==> config.mk <==
export PLATFORM = sky130hd
export DESIGN_NAME = seg_display_arbiter
export DESIGN_NICKNAME = d
export VERILOG_FILES = /design/src/rtl/seg_pkg.sv /design/src/rtl/seg7_decode_ext.sv /design/src/rtl/seg_display_arbiter.sv
export SDC_FILE = /design/constraint.sdc
export NUM_CORES = 1
export LEC_CHECK = 0
export BUFFER_PORTS_ARGS = -buffer_cell sky130_fd_sc_hd__buf_2
export CELL_PAD_IN_SITES_DETAIL_PLACEMENT = 0
export CELL_PAD_IN_SITES_GLOBAL_PLACEMENT = 1
export CORE_MARGIN = 5
export CORE_UTILIZATION = 37
export DETAILED_ROUTE_END_ITERATION = 8
export PLACE_DENSITY_LB_ADDON = 0.2
export SLEW_MARGIN = 5
export SYNTH_ARGS = -nofsm -noshare
export SYNTH_HDL_FRONTEND = slang
export SYNTH_HIERARCHICAL = 1
export SYNTH_SLANG_ARGS = --single-unit
==> constraint.sdc <==
create_clock -name clk -period 4.83 [get_ports clk]
set_clock_uncertainty 0.15 [all_clocks]
set_input_delay 1.2075 -clock clk [delete_from_list [all_inputs] [get_ports clk]]
set_output_delay 1.2075 -clock clk [all_outputs]
set_load 0.02 [all_outputs]
==> src/rtl/seg_pkg.sv <==
// Shared constants for the seven-segment scan arbiter.
// Segment glyphs are active low and ordered {dp,g,f,e,d,c,b,a}.
package seg_pkg;

  localparam logic [7:0] SEG_BLANK = 8'hFF;
  localparam logic [7:0] SEG_DASH  = 8'hBF;

  localparam logic [3:0] CODE_BLANK = 4'd10;
  localparam logic [3:0] CODE_DASH  = 4'd11;

  // The MSB flags an active owner and the low bits carry the source index.
  typedef enum logic [2:0] {
    OWNER_IDLE = 3'b000,
    OWNER_S0   = 3'b100,
    OWNER_S1   = 3'b101,
    OWNER_S2   = 3'b110,
    OWNER_S3   = 3'b111
  } owner_e;

  function automatic owner_e owner_of(input logic [1:0] src);
    return owner_e'({1'b1, src});
  endfunction

  function automatic logic [7:0] glyph(input logic [3:0] code);
    logic [7:0] seg;
    case (code)
      4'd0:      seg = 8'hC0;
      4'd1:      seg = 8'hF9;
      4'd2:      seg = 8'hA4;
      4'd3:      seg = 8'hB0;
      4'd4:      seg = 8'h99;
      4'd5:      seg = 8'h92;
      4'd6:      seg = 8'h82;
      4'd7:      seg = 8'hF8;
      4'd8:      seg = 8'h80;
      4'd9:      seg = 8'h90;
      CODE_DASH: seg = SEG_DASH;
      default:   seg = SEG_BLANK;
    endcase
    return seg;
  endfunction

endpackage

==> src/rtl/seg7_decode_ext.sv <==
// Combinational digit-code to active-low segment decoder with decimal point.
module seg7_decode_ext
  import seg_pkg::*;
(
  input  logic [3:0] code,
  input  logic       dp,
  output logic [7:0] seg
);

  logic [7:0] base;

  always_comb begin
    base = glyph(code);
    seg  = {base[7] & ~dp, base[6:0]};
  end

endmodule

==> src/rtl/seg_display_arbiter.sv <==
// Frame-granular display arbiter for four requesters plus an 8-digit scan
// engine with a blanking interval at the start of every digit slot.
module seg_display_arbiter
  import seg_pkg::*;
#(
  parameter int REFRESH_DIV  = 200000,
  parameter int BLANK_CYCLES = 2000,
  parameter int MIN_HOLD     = 50
) (
  input  logic         clk,
  input  logic         rst,
  input  logic [3:0]   req,
  input  logic [127:0] src_data,
  input  logic [31:0]  src_dp,
  output logic [3:0]   gnt,
  output logic         frame_tick,
  output logic [7:0]   led_en,
  output logic [7:0]   led_cx
);

  localparam int CNT_W  = (REFRESH_DIV > 1) ? $clog2(REFRESH_DIV) : 1;
  localparam int HOLD_W = $clog2(MIN_HOLD + 1);
  localparam logic [CNT_W-1:0]  CNT_LAST  = CNT_W'(REFRESH_DIV - 1);
  localparam logic [CNT_W-1:0]  CNT_BLANK = CNT_W'(BLANK_CYCLES);
  localparam logic [HOLD_W-1:0] HOLD_MAX  = HOLD_W'(MIN_HOLD);

  logic [CNT_W-1:0]  cnt_q, cnt_d;
  logic [2:0]        pos_q, pos_d;
  owner_e            owner_q, owner_d;
  logic [HOLD_W-1:0] hold_cnt_q, hold_cnt_d;
  logic [3:0]        gnt_q, gnt_d;
  logic              tick_q, tick_d;
  logic [3:0]        code_q, code_d;
  logic              dp_q, dp_d;
  logic [7:0]        led_en_q, led_en_d;
  logic [7:0]        led_cx_q, led_cx_d;

  logic [3:0] digit_code [4];
  logic [3:0] digit_dp;
  logic [1:0] owner_src;
  logic       owner_active;
  logic [3:0] show_code;
  logic       show_dp;
  logic [7:0] seg_glyph;
  logic       slot_wrap;
  logic       boundary;
  logic       any_req;
  logic [1:0] low_idx;

  // Current digit of every source, selected by the scan pointer.
  genvar gi;
  generate
    for (gi = 0; gi < 4; gi++) begin : g_src
      assign digit_code[gi] = src_data[32*gi + 4*pos_q +: 4];
      assign digit_dp[gi]   = src_dp[8*gi + pos_q];
    end
  endgenerate

  assign owner_src    = owner_q[1:0];
  assign owner_active = owner_q[2];

  // Slot start uses the live sample so the glyph is right even with no blanking.
  assign show_code = (cnt_q == '0) ? digit_code[owner_src] : code_q;
  assign show_dp   = (cnt_q == '0) ? digit_dp[owner_src]   : dp_q;

  seg7_decode_ext u_decode (
    .code (show_code),
    .dp   (show_dp),
    .seg  (seg_glyph)
  );

  always_comb begin
    any_req = |req;
    low_idx = 2'd0;
    for (int i = 3; i >= 0; i--) begin
      if (req[i]) low_idx = 2'(i);
    end

    slot_wrap = (cnt_q == CNT_LAST);
    boundary  = slot_wrap && (pos_q == 3'd7);
    cnt_d     = slot_wrap ? '0 : cnt_q + 1'b1;
    pos_d     = slot_wrap ? pos_q + 3'd1 : pos_q;
    tick_d    = boundary;

    owner_d    = owner_q;
    hold_cnt_d = hold_cnt_q;
    if (boundary) begin
      if (!owner_active || !req[owner_src]) begin
        owner_d    = any_req ? owner_of(low_idx) : OWNER_IDLE;
        hold_cnt_d = '0;
      end else if ((low_idx < owner_src) && (hold_cnt_q >= HOLD_MAX)) begin
        owner_d    = owner_of(low_idx);
        hold_cnt_d = '0;
      end else if (hold_cnt_q < HOLD_MAX) begin
        hold_cnt_d = hold_cnt_q + 1'b1;
      end
    end
    gnt_d = owner_d[2] ? (4'b0001 << owner_d[1:0]) : 4'b0000;

    code_d = show_code;
    dp_d   = show_dp;

    if ((cnt_q < CNT_BLANK) || !owner_active) begin
      led_en_d = SEG_BLANK;
      led_cx_d = SEG_BLANK;
    end else begin
      led_en_d = ~(8'b0000_0001 << pos_q);
      led_cx_d = seg_glyph;
    end
  end

  always_ff @(posedge clk) begin
    if (rst) begin
      cnt_q      <= '0;
      pos_q      <= 3'd0;
      owner_q    <= OWNER_IDLE;
      hold_cnt_q <= '0;
      gnt_q      <= 4'b0000;
      tick_q     <= 1'b0;
      code_q     <= CODE_BLANK;
      dp_q       <= 1'b0;
      led_en_q   <= SEG_BLANK;
      led_cx_q   <= SEG_BLANK;
    end else begin
      cnt_q      <= cnt_d;
      pos_q      <= pos_d;
      owner_q    <= owner_d;
      hold_cnt_q <= hold_cnt_d;
      gnt_q      <= gnt_d;
      tick_q     <= tick_d;
      code_q     <= code_d;
      dp_q       <= dp_d;
      led_en_q   <= led_en_d;
      led_cx_q   <= led_cx_d;
    end
  end

  assign gnt        = gnt_q;
  assign frame_tick = tick_q;
  assign led_en     = led_en_q;
  assign led_cx     = led_cx_q;

endmodule
* Yosys cells after proc, flatten, opt, wreduce, memory -nomap -nowiden
Memories as Yosys holds them, arrays and structs flattened. A register that Yosys moved wholly into a read port is not among the register bits.
Cells that the tools add are included.
W data, S select, Z words.
** Cells by class
- $add $sub $neg :: 9
- Order comparisons :: 10
- Equality and inequality tests :: 2
- Shift-type cells :: 6
- Muxes and demuxes :: 28
- Bitwise operators :: 5
- Reductions and logical operators :: 13
** Operators with widths (count)
- $shiftx A128 B9 Y4 :: 2
- $shiftx A128 B6 Y4 :: 1
- $shiftx A128 B8 Y4 :: 1
- $add A18 B1 Y18 const B :: 1
- $eq A18 B18 Y1 const B :: 1
- $logic_not A18 Y1 :: 1
- $lt A18 B11 Y1 const B :: 1
- $lt A6 B6 Y1 const B :: 3
- $mux W6 :: 3
- $add A7 B5 Y8 const A :: 2
- $bmux W1 S5 :: 3
- $add A5 B3 Y6 const A :: 2
- $mux W3 :: 4
- $mux W4 :: 3
- $bmux W4 S2 :: 1
- $mux W2 :: 4
- $not A8 Y8 :: 1
- $shl A1 B3 Y8 const A :: 1
- $add A6 B5 Y7 const A :: 1
- $mux W1 :: 7
- $add A6 B1 Y6 const B :: 1
- $ge A6 B6 Y1 const B :: 1
- $lt A3 B6 Y1 const B :: 1
- $lt A5 B6 Y1 const B :: 1
- 19 further kinds :: 26
** Storage, ports and cells
- Bits in registers :: 56
- Bits in read-only memories :: 112
- Output and inout port bits :: 21
- Logic and storage cells :: 84
- Memories :: 1
** Memory list
- (name not given) :: words 16, bits a word 7, read ports 1, clocked after memory_dff 1, wr ports 0, line seg_pkg.sv:26 : case (code)

* Longest topological paths before layout
Gate-level depths: netlist of run 1.
- Depth after elaboration :: 11
- Gate-level depth with buffers :: 15
- Depth with buffers taken out :: 12

* Modules after synthesis
Netlist of run 1, hierarchy kept.
** By module, submodules not included
- seg_display_arbiter :: instances 1, cells each 379, area an instance 3786.1 um^2, sequential area each 1121.1 um^2
- seg7_decode_ext :: instances 1, cells each 34, area an instance 212.7 um^2, sequential area each 0.0 um^2

* Least setup slack after synthesis of run 1
Ideal clock, no wire load.
- Kind :: input-to-reg
- Start :: input port src_data[101]
- End :: register led_cx_q[0] (netlist: led_cx[0])
- Arrival time :: 3.205 ns
- Data required time :: 4.549 ns
- Slack :: 1.344 ns
- Cell stages on the path :: 11
- Buffers on the path :: 0
- Cells stage by stage :: mux2i_1 mux4_2 nand3_1 nand4_1 o21ai_0 inv_1 ha_1 or2_1 a21oi_2 nor2_1 nand2b_1
** Between the ends
- Cells in the longest elaborated chain, start to end :: 5
** RTL lines
- start, declared :: line seg_display_arbiter.sv:13 : input logic [127:0] src_data,
- $shiftx A128 B9 Y4 (tied with other cells) :: line seg_display_arbiter.sv:54 : assign digit_code[gi] = src_data[32*gi + 4*pos_q +: 4];
- $bmux W4 S2 (*) :: line seg_display_arbiter.sv:63 : assign show_code = (cnt_q == '0) ? digit_code[owner_src] : code_q;
- $mux W4 (not written as such) (*) (2 in a row) :: line seg_display_arbiter.sv:63
- $mux W4 (*) :: line seg_display_arbiter.sv:63
- via code_d[1] :: line seg_display_arbiter.sv:33 : logic [3:0] code_q, code_d;
- end, declared :: line seg_display_arbiter.sv:36 : logic [7:0] led_cx_q, led_cx_d;
Mark *: on every way through the listed nets, which the timed path passes. The rest lies on a longest branch. The select of a mux whose other input is x is not followed.
A chain may end at the register's enable or synchronous reset.

* Worst setup path in the final report of run 1
- Start :: register pos_q[1]
- End :: register led_cx_q[0] (netlist: led_cx[0])
** Between the ends
- Cells in the longest elaborated chain, start to end :: 6
** RTL lines
- start, declared :: line seg_display_arbiter.sv:28 : logic [2:0] pos_q, pos_d;
- start signal, assigned :: line seg_display_arbiter.sv:126 : pos_q <= pos_d;
- $add A7 B5 Y8 or $add A6 B5 Y7 (tied branches) :: line seg_display_arbiter.sv:54
- $shiftx A128 B9 Y4 or $shiftx A128 B8 Y4 (tied branches) :: line seg_display_arbiter.sv:54
- $bmux W4 S2 (*) :: line seg_display_arbiter.sv:63
- $mux W4 (not written as such) (*) (2 in a row) :: line seg_display_arbiter.sv:63
- $mux W4 (*) :: line seg_display_arbiter.sv:63
- via code_d[1] :: line seg_display_arbiter.sv:33
Marked as above.

==> flow_metrics.env, run 1 <==
export IMPL_io_buffers=186
export IMPL_die_w_um=114
export IMPL_cts_root_buf="clkbuf_8"
export IMPL_start_kind="register"
export IMPL_final_max_slew_violation_count=0
export IMPL_critPathBufInv=2
export IMPL_grt_pass1_vias=3904
export IMPL_synth_compound_area_share_pct=11.7
export IMPL_required_ps=4880
export IMPL_cpLargestDelayFamily="compound AO/OA/AOI/OAI gates"
export IMPL_yosysSeqAreaShare_pct=28.0
export IMPL_min_path_type="register to register"
export IMPL_netlist_area_um2=4000
export IMPL_relSlewSlack_pct=29.6
export IMPL_p_leak_nw=2.12
export IMPL_cts_path_max_buffers=2
export IMPL_clkLatencyLatePin_ps=300
export IMPL_path_depth=12
export IMPL_r2r_setup_slack_ps=1160
export IMPL_drt_iter0_markers=117
export IMPL_yosys_area_share_simple_pct=18.0
export IMPL_drt_wl_total_um=12000
export IMPL_cts_clk_slew_worst_paths_ps=100
export IMPL_synth_area_top_cells="dfxtp_1 (28%), mux4_2 (17%), mux2i_1 (8.0%), ha_1 (5.3%), nor2_1 (3.9%)"
export IMPL_vdd_ir_drop_max_v=0.000135
export IMPL_coreArea_um2=10700
export IMPL_startpoint="pos_q[1]"
export IMPL_swShare_pct=24.6
export IMPL_drtPass1Iterations=4
export IMPL_synthArstFlopShare_pct=0
export IMPL_tightest_slew_ps=1050
export IMPL_critPathMostFrequentCell="o21ai_0"
export IMPL_grtUsageTotal_pct=18.4
export IMPL_post_cts_setup_buffers=0
export IMPL_layout_drive_gt1_share_pct=41.9
export IMPL_htree_levels=2
export IMPL_route_detailed_drc=0
export IMPL_cap_violations=0
export IMPL_cts_hold_buf=0
export IMPL_worst_setup_path_end_kind="register"
export IMPL_pwr_share_seq_pct=48.4
export IMPL_power_frac_clock_pct=30.4
export IMPL_nFillCells=1047
export IMPL_synth_top_area_cell="dfxtp_1"
export IMPL_fmax_mhz=273
export IMPL_cts_sink_count=56
export IMPL_ys_seq_elements=56
export IMPL_internal_power_uw=737
export IMPL_p_switching_uw=241
export IMPL_area_growth_pct=27.6
export IMPL_synth_fa_ha_area_share_pct=5.32
export IMPL_slowest_delay_ps=920
export IMPL_crit_path_top_delay_cell="dfxtp_2"
export IMPL_grt_overflow_total=0
export IMPL_status="complete, no violations"
export IMPL_routed_via_count=3843
export IMPL_die_h_um=114
export IMPL_synth_top_cell_area_share_pct=28.0
export IMPL_wl_per_cell_um=16.4
export IMPL_synth_xor_xnor_area_share_pct=4.16
export IMPL_muxShareOfSynthArea_pct=27.7
export IMPL_critPathKind="register to register"
export IMPL_dp_hpwl_um=9920
export IMPL_finalSetupTns_ps=0
export IMPL_cts_tree="yes"
export IMPL_io_pins=187
export IMPL_setup_viol=0
export IMPL_dieArea_um2=13000
export IMPL_ant_nets=0
export IMPL_antenna_found_initial=1
export IMPL_synth_edf_count=0
export IMPL_ys_flop_type="dfxtp_1"
export IMPL_finalCriticalPeriod_ps=3670
export IMPL_syn_nets=596
export IMPL_yosysWarnings=6
export IMPL_rsz0062_at_grt="no"
export IMPL_critical_path_cell_chain="buf_4 > mux2_2 > o22ai_1 > o21ai_0 > nand4_1 > o21ai_0 > inv_1 > ha_1 > or2_1 > a21oi_2 > nor2_1 > nand2b_1"
export IMPL_hold_viol=0
export IMPL_via_per_inst=5.26
export IMPL_num_rows=38
export IMPL_final_nets=771
export IMPL_synth_top_family_by_area="multiplexers"
export IMPL_grt_start_max_net_pins=34
export IMPL_yosysUniqueCellTypes=59
export IMPL_worst_endpoint_arrival_ps=3720
export IMPL_netlist_instances=413
export IMPL_synth_area_per_cell_um2=9.68
export IMPL_cp_max_fo=33
export IMPL_cts_buffers=5
export IMPL_pwr_density_cell_nw_per_um2=192
export IMPL_worstReg2RegStart="pos_q[1]"
export IMPL_cts_resized_gates=0
export IMPL_timing_rr_end="led_cx[0]"
export IMPL_reg2reg_depth=12
export IMPL_combinationalPowerShare_pct=21.2
export IMPL_grt_pass1_wl_um=19300
export IMPL_fin_util_pct=47.7
export IMPL_setup_worst_path_end="led_cx[0]"
export IMPL_initial_core_util_pct=37.4
export IMPL_place_congestion=0.807
export IMPL_period_share_pct=76.0
[state kept, by name, indices dropped and copies added, names as in the netlist]
| name | cells |
|---|---|
| gnt | 4 |
| dp_q | 1 |
| cnt_q | 18 |
| owner_q | 3 |
| hold_cnt_q | 6 |
| frame_tick | 1 |
| led_en | 8 |
| pos_q | 3 |
| code_q | 4 |
| led_cx | 8 |
[cell families after synthesis]
group,count (synthesis)
buffers and inverters,37
AND/OR/NAND/NOR,139
flip-flops,56
multiplexers,71
AO/OA/AOI/OAI,74
adder cells (fa/ha/maj),17
XOR/XNOR,19
[per-stage QoR]
step	total power [mW]	cell area (µm²)	hold slack (ps)	worst slack, ps	instances
final	0.978	5100	337	1160	730
after global routing	1.04	5100	382	798	730
after CTS	0.990	5100	336	1120	729
after detailed placement	0.691	4990	314	913	721
after global placement	0.687	4990	299	983	721
after floorplan	0.602	4000	289	1340	413
[cells in the mapped netlist (all sizes together), types with 2 or more instances]
cell,count
a211oi,3
a21oi,28
a22o,2
a22oi,6
and2,4
and3,6
buf,14
clkbuf,8
dfxtp,56
ha,17
inv,14
mux2,8
mux2i,32
mux4,31
nand2,23
nand2b,12
nand3,18
nand4,4
nand4b,2
nor2,42
nor2b,5
nor3,10
nor4,5
o211ai,2
o21ai,16
o22ai,3
o2bb2ai,2
o311ai,2
or3,2
xnor2,9
xor2,10
[power groups by stage]
stage	clock network, mW	logic, mW	registers [mW]
finish	0.298	0.207	0.473
global route	0.331	0.234	0.474
global placement	0	0.203	0.484
CTS	0.308	0.208	0.473
detailed placement	0	0.207	0.484
floorplan	0	0.119	0.483
[how the worst min path moves through the flow]
stage | from | end | cells after the start
floorplan | code_q[1] | code_q[1] | 2
global placement | code_q[3] | code_q[3] | 2
detailed placement | code_q[1] | code_q[1] | 2
CTS | code_q[1] | code_q[1] | 2
global route | code_q[1] | code_q[1] | 2
finish | cnt_q[0] | cnt_q[0] | 1
[routing by layer]
layer | vias up | global-route usage, % | wire, µm
li1 | 1885 | - | -
met1 | 1841 | 23.8 | 5120
met2 | 103 | 31.8 | 6010
met3 | 14 | 3.61 | 695
met4 | 0 | 3.88 | 158
met5 | - | 0 | 0
[cells in the final DEF, fill, tap and decap left out, types with 3 or more instances in the layout]
cell type,instances
mux2i_1,32
ha_1,17
inv_2,3
nand2_1,23
a21oi_1,27
nand3_1,16
a22oi_1,6
nand4_1,4
mux4_2,31
nor2_1,42
buf_4,4
a211oi_1,3
xnor2_1,9
nor2b_1,5
buf_2,186
inv_1,11
dfxtp_1,54
o21ai_0,15
nor4_1,4
and2_1,3
mux2_2,8
nor3_1,10
nand2b_1,12
and3_1,6
o22ai_1,3
xor2_1,10
clkbuf_8,5
[final cells by class]
cell class	count	area, µm²	area share (%)
multi-input cells	320	2680	52.5
flip-flops and latches	56	1120	22.0
repair buffers	190	961	18.8
well taps	140	175	3.43
clock buffers	6	72.6	1.42
inverters	15	56.3	1.10
clock inverters	2	35.0	0.687
diodes	1	2.50	0.0490
No activity file was read; power rests on OpenSTA's default activity.
==> inputs of run 2 (changes only) <==
--- a/config.mk
+++ b/config.mk
@@ -9,7 +9,7 @@
 export CELL_PAD_IN_SITES_DETAIL_PLACEMENT = 0
 export CELL_PAD_IN_SITES_GLOBAL_PLACEMENT = 1
 export CORE_MARGIN = 5
-export CORE_UTILIZATION = 37
+export CORE_UTILIZATION = 34
 export DETAILED_ROUTE_END_ITERATION = 8
 export PLACE_DENSITY_LB_ADDON = 0.2
 export SLEW_MARGIN = 5
==> constraint.sdc (replaced) <==
create_clock -name clk -period 3.4 [get_ports clk]
set_clock_uncertainty 0.15 [all_clocks]
set_input_delay 0.85 -clock clk [delete_from_list [all_inputs] [get_ports clk]]
set_output_delay 0.85 -clock clk [all_outputs]
set_load 0.02 [all_outputs]
==> run 2 against run 1 <==
Compared with the run above: sequential share of layout area down 0.58 points; largest power group unchanged; cell count up 2.1%; highest routed layer unchanged; critical endpoint is now led_cx[3]; clock power up 73%; non-clock buffer count up 13; register-to-register slack worse by 840 ps.
==> flow_metrics.env, run 2 (same netlist as run 1, synthesis figures left out) <==
export IMPL_use_met2_pct=30.0
export IMPL_wl_per_cell_um=16.8
export IMPL_nFillCells=1135
export IMPL_pwr_share_seq_pct=45.1
export IMPL_antenna_found_initial=0
export IMPL_area_growth_pct=31.0
export IMPL_worst_endpoint_arrival_ps=3110
export IMPL_crit_path_top_delay_cell="mux4_2"
export IMPL_grt_start_max_net_pins=29
export IMPL_design_area_um2=5240
export IMPL_grt_busiest_layer="met2"
export IMPL_final_cell_mix="buf_2 (186), dfxtp_1 (54), nor2_1 (42), mux2i_1 (32), mux4_2 (31)"
export IMPL_critical_path_cell_chain="buf_4 > mux4_2 > mux2i_1 > mux2i_1 > mux2i_1 > a21oi_1 > ha_1 > or2_1 > a21oi_2 > a21oi_1 > nand2b_1"
export IMPL_cp_max_fo=9
export IMPL_cts_clk_slew_worst_paths_ps=60
export IMPL_layout_commonest_cell="buf_2"
export IMPL_ant_nets=0
export IMPL_grtUsageTotal_pct=17.7
export IMPL_p_switching_uw=364
export IMPL_coreArea_um2=11500
export IMPL_cap_violations=0
export IMPL_status="complete, no violations"
export IMPL_num_rows=39
export IMPL_critPathKind="register to register"
export IMPL_largest_reg_flops=18
export IMPL_cts_resized_gates=0
export IMPL_cts_root_buf="clkbuf_16"
export IMPL_finalCriticalPeriod_ps=3080
export IMPL_finalSetupTns_ps=0
export IMPL_required_ps=3430
export IMPL_final_nets=784
export IMPL_min_path_type="register to register"
export IMPL_via_per_inst=5.17
export IMPL_grt_overflow_total=0
export IMPL_post_cts_setup_buffers=0
export IMPL_p_leak_nw=2.21
export IMPL_fmax_mhz=325
export IMPL_critPathMostFrequentCell="mux2i_1"
export IMPL_cts_hold_buf=0
export IMPL_path_depth=11
export IMPL_use_met1_pct=23.1
export IMPL_start_kind="register"
export IMPL_pwr_density_cell_nw_per_um2=285
export IMPL_routed_via_count=3850
export IMPL_hold_viol=0
export IMPL_relSlewSlack_pct=48.7
export IMPL_multi_input_area_um2=2680
export IMPL_clkLatencyLatePin_ps=290
export IMPL_cts_path_max_buffers=2
export IMPL_drtPass1Iterations=4
export IMPL_htree_levels=2
export IMPL_grt_use_met3_pct=3.58
export IMPL_period_share_pct=90.5
export IMPL_dieArea_um2=14000
export IMPL_reg2reg_depth=11
export IMPL_worst_setup_path_end_kind="register"
export IMPL_cts_buffers=5
export IMPL_swShare_pct=24.4
export IMPL_grt_pass1_vias=3985
export IMPL_regArea_um2=1120
export IMPL_dp_hpwl_um=10500
export IMPL_cts_sink_count=56
export IMPL_vdd_ir_drop_max_v=0.000240
export IMPL_combinationalPowerShare_pct=20.3
export IMPL_power_frac_clock_pct=34.6
export IMPL_hold_depth=2
export IMPL_drt_wl_total_um=12500
export IMPL_max_flop_register="cnt_q"
export IMPL_cpLargestDelayFamily="multiplexers"
export IMPL_drt_iter0_markers=131
export IMPL_rsz0062_at_grt="no"
export IMPL_tightest_slew_ps=762
export IMPL_placed_cell_area_um2=5090
export IMPL_die_w_um=118
export IMPL_io_pins=187
export IMPL_antennaDiodeCount=0
export IMPL_slowest_delay_ps=520
export IMPL_place_congestion=0.846
export IMPL_die_h_um=118
export IMPL_internal_power_mw=1.13
export IMPL_io_buffers=186
export IMPL_final_max_slew_violation_count=0
export IMPL_grt_pass1_wl_um=20300
export IMPL_cts_tree="yes"
export IMPL_critPathBufInv=1
export IMPL_setup_viol=0
export IMPL_initial_core_util_pct=34.9
export IMPL_layout_drive_gt1_share_pct=43.0
export IMPL_route_detailed_drc=0
-- run 2: changes by cell type in the layout (fill, tap and decap cells not counted) --
cell / change
clkbuf_16: +5
clkbuf_8: -4
clkinv_2: -1
bufinv_16: -1
clkbuf_1: +1
buf_4: +13
diode_2: -1
-- run 2: per-layer routing --
metal | vias up | routed length (µm)
met5 | - | 0
met3 | 17 | 764
li1 | 1913 | -
met4 | 0 | 192
met1 | 1806 | 5460
met2 | 114 | 6080
-- run 2: worst min-delay path: cells and delay by family, from the launching register on --
kind	cells	cell delay (ps)
flip-flops	1	330
AO/OA/AOI/OAI	2	120
-- run 2: through the flow --
stage	instances	setup WS, ps	hold slack, ps	total power, mW	util [%]
floorplan	413	272	289	0.855	-
global placement	737	19.1	297	0.985	44.4
detailed placement	737	3.37	312	0.991	44.4
CTS	745	248	328	1.51	45.7
global route	745	49.5	363	1.58	45.7
finish	745	323	325	1.49	45.7
-- run 2: power groups by stage --
stage	Sequential, mW	Combinational (mW)	Clock, mW
floorplan	0.686	0.168	0
global placement	0.687	0.298	0
detailed placement	0.688	0.304	0
CTS	0.673	0.305	0.536
global route	0.674	0.343	0.567
finish	0.673	0.304	0.516
-- run 2: area by class of cell --
class,count,area share (%)
inverters,15,1.07
repair buffers,203,20.2
multi-input cells,320,51.1
well taps,143,3.41
clock buffers,8,2.79
flip-flops and latches,56,21.4
-- run 2: worst paths after layout --
| check | from | end | slack, ps |
|---|---|---|---|
| worst min register to register | code_q[3] | code_q[3] | 320 |
| worst max register to register | pos_q[1] | led_cx[3] | 320 |
| worst min-delay path | code_q[3] | code_q[3] | 320 |
| worst max-delay path | pos_q[1] | led_cx[3] | 320 |
==> inputs of run 3 (changes only) <==
--- a/config.mk
+++ b/config.mk
@@ -9,11 +9,10 @@
 export CELL_PAD_IN_SITES_DETAIL_PLACEMENT = 0
 export CELL_PAD_IN_SITES_GLOBAL_PLACEMENT = 1
 export CORE_MARGIN = 5
-export CORE_UTILIZATION = 34
+export CORE_UTILIZATION = 35
 export DETAILED_ROUTE_END_ITERATION = 8
 export PLACE_DENSITY_LB_ADDON = 0.2
 export SLEW_MARGIN = 5
 export SYNTH_ARGS = -nofsm -noshare
 export SYNTH_HDL_FRONTEND = slang
-export SYNTH_HIERARCHICAL = 1
 export SYNTH_SLANG_ARGS = --single-unit
==> run 3 against run 2 <==
Compared with the run above: cell count fell by 7.4%; wire length is 7.8% lower; register-to-register slack barely moved; worst setup slack lost 4.1 ps; non-clock buffer count down 7; area after synthesis down 2.6%; sequential power is 0.6% lower; synthesized cell count shrank 11%; die area shrank 4.9%; first-iteration DRC count grew 8.4%; hold slack improved by 16 ps; critical endpoint is now led_cx[4].
==> flow_metrics.env, run 3 <==
export IMPL_status="complete, no violations"
export IMPL_ant_nets=0
export IMPL_hold_viol=0
export IMPL_largest_reg_flops=18
export IMPL_yosysWarnings=0
export IMPL_pwr_share_seq_pct=52.4
export IMPL_worst_setup_path_end_kind="register"
export IMPL_grt_start_max_net_pins=30
export IMPL_synth_area_per_cell_um2=10.6
export IMPL_final_nets=731
export IMPL_antenna_found_initial=0
export IMPL_layout_commonest_cell="buf_2"
export IMPL_cts_tree="yes"
export IMPL_finalSetupTns_ps=0
export IMPL_cts_clk_slew_worst_paths_ps=100
export IMPL_cts_root_buf="clkbuf_8"
export IMPL_grt_busiest_layer="met2"
export IMPL_yosysUniqueCellTypes=59
export IMPL_post_cts_setup_buffers=0
export IMPL_critPathKind="register to register"
export IMPL_synth_top_cell_area_share_pct=28.8
export IMPL_start_kind="register"
export IMPL_routed_via_count=3483
export IMPL_use_met2_pct=31.4
export IMPL_p_leak_nw=2.13
export IMPL_antennaDiodeCount=0
export IMPL_wl_per_cell_um=16.7
export IMPL_power_frac_clock_pct=28.5
export IMPL_pwr_density_cell_nw_per_um2=254
export IMPL_yosysSeqAreaShare_pct=28.8
export IMPL_drt_iter0_markers=142
export IMPL_p_switching_uw=321
export IMPL_htree_levels=2
export IMPL_yosysMostFrequentCell="dfxtp_1"
export IMPL_synth_area_top_cells="dfxtp_1 (29%), mux4_2 (16%), mux4_1 (9.4%), ha_1 (5.1%), nor2_1 (4.0%)"
export IMPL_die_h_um=116
export IMPL_synth_top_area_cell="dfxtp_1"
export IMPL_tightest_slew_ps=579
export IMPL_grtUsageTotal_pct=17.2
export IMPL_min_path_type="register to register"
export IMPL_place_congestion=0.788
export IMPL_grt_pass1_wl_um=18300
export IMPL_drtPass1Iterations=4
export IMPL_combinationalPowerShare_pct=19.2
export IMPL_required_ps=3430
export IMPL_ys_seq_elements=56
export IMPL_route_detailed_drc=0
export IMPL_drt_wl_total_um=11500
export IMPL_final_cell_mix="buf_2 (186), dfxtp_1 (54), nor2_1 (42), mux4_2 (28), nand2_1 (22)"
export IMPL_cap_violations=0
export IMPL_cts_buffers=5
export IMPL_max_flop_register="cnt_q"
export IMPL_period_share_pct=90.6
export IMPL_nFillCells=1024
export IMPL_r2r_setup_slack_ps=320
export IMPL_rsz0062_at_grt="no"
export IMPL_dp_hpwl_um=9700
export IMPL_use_met1_pct=20.6
export IMPL_vdd_ir_drop_max_v=0.000137
export IMPL_synth_edf_count=0
export IMPL_grt_pass1_vias=3762
export IMPL_coreArea_um2=10900
export IMPL_area_growth_pct=29.0
export IMPL_setup_viol=0
export IMPL_netlist_instances=367
export IMPL_swShare_pct=25.1
export IMPL_via_per_inst=5.05
export IMPL_fmax_mhz=325
export IMPL_power_mw=1.28
export IMPL_cts_resized_gates=0
export IMPL_num_rows=38
export IMPL_dieArea_um2=13300
export IMPL_cts_sink_count=56
export IMPL_place_inst=682
export IMPL_io_buffers=186
export IMPL_clkLatencyLatePin_ps=310
export IMPL_finalCriticalPeriod_ps=3080
export IMPL_initial_core_util_pct=35.8
export IMPL_ys_flop_type="dfxtp_1"
export IMPL_grt_use_met3_pct=3.76
export IMPL_relSlewSlack_pct=61.4
export IMPL_die_w_um=116
export IMPL_cts_hold_buf=0
export IMPL_internal_power_uw=958
export IMPL_grt_overflow_total=0
export IMPL_netlist_area_um2=3900
export IMPL_worst_endpoint_arrival_ps=3110
export IMPL_layout_drive_gt1_share_pct=46.7
export IMPL_final_max_slew_violation_count=0
export IMPL_io_pins=187
export IMPL_syn_nets=549
export IMPL_synthArstFlopShare_pct=0
export IMPL_cp_max_fo=29
export IMPL_ys_top_cells_by_count="dfxtp_1 (56), nor2_1 (42), mux4_2 (28), nand2_1 (22), inv_1 (20)"
export IMPL_cts_path_max_buffers=2
export IMPL_fin_cells=690
## run 3: final timing paths
path / startpoint / cells after the start / end
setup / recovery: pos_q[1] / 7 / led_cx[4]
hold / removal: hold_cnt_q[5] / 2 / hold_cnt_q[5]
setup reg to reg: pos_q[1] / 7 / led_cx[4]
hold reg to reg: hold_cnt_q[5] / 2 / hold_cnt_q[5]
## run 3: routing by layer
layer / vias to the layer above / part of all wire (%)
met5: - / 0
met4: 0 / 1.6
met3: 11 / 5.8
met2: 117 / 52
met1: 1616 / 41
li1: 1739 / -
## run 3: final cells by class
class	instances	area [µm²]	share of cell area, %
clock inverters	2	16.3	0.324
clock buffers	6	72.6	1.44
repair buffers	196	1010	20.0
multi-input cells	268	2550	50.6
well taps	140	175	3.48
flip-flops and latches	56	1120	22.3
inverters	22	87.6	1.74
## run 3: cells by family after synthesis
kind of cell	count (synthesis)	synth area share, %
muxes	63	31.3
and+or+nand+nor	130	17.6
buffers and inverters	43	5.88
xor gates and xnor gates	16	3.60
adders and majority gates	16	5.14
AOI/OAI and AO/OA	43	7.77
DFF	56	28.8
## run 3: power groups by stage
stage               clock (mW)  combinational [mW]  sequential (mW)
finish                   0.364               0.245            0.669
global placement             0               0.242            0.685
detailed placement           0               0.248            0.685
CTS                      0.386               0.248            0.670
global route             0.405               0.274            0.671
floorplan                    0               0.128            0.684
## run 3: critical path, cell delays in order, from the launching register on
cell	delay, ps
dfxtp_2	500
buf_4	420
mux2_1	410
a311o_1	360
o311ai_1	410
o21a_1	280
and2_1	270
a32oi_1	150
## run 3: stage by stage
step | cell area [µm²] | util, % | setup WS (ps) | hold slack (ps)
floorplan | 3900 | - | 191 | 287
global placement | 4940 | 45.4 | 91.4 | 299
detailed placement | 4940 | 45.4 | 34.7 | 316
CTS | 5030 | 46.2 | 322 | 343
global route | 5030 | 46.2 | 130 | 396
finish | 5030 | 46.2 | 319 | 341
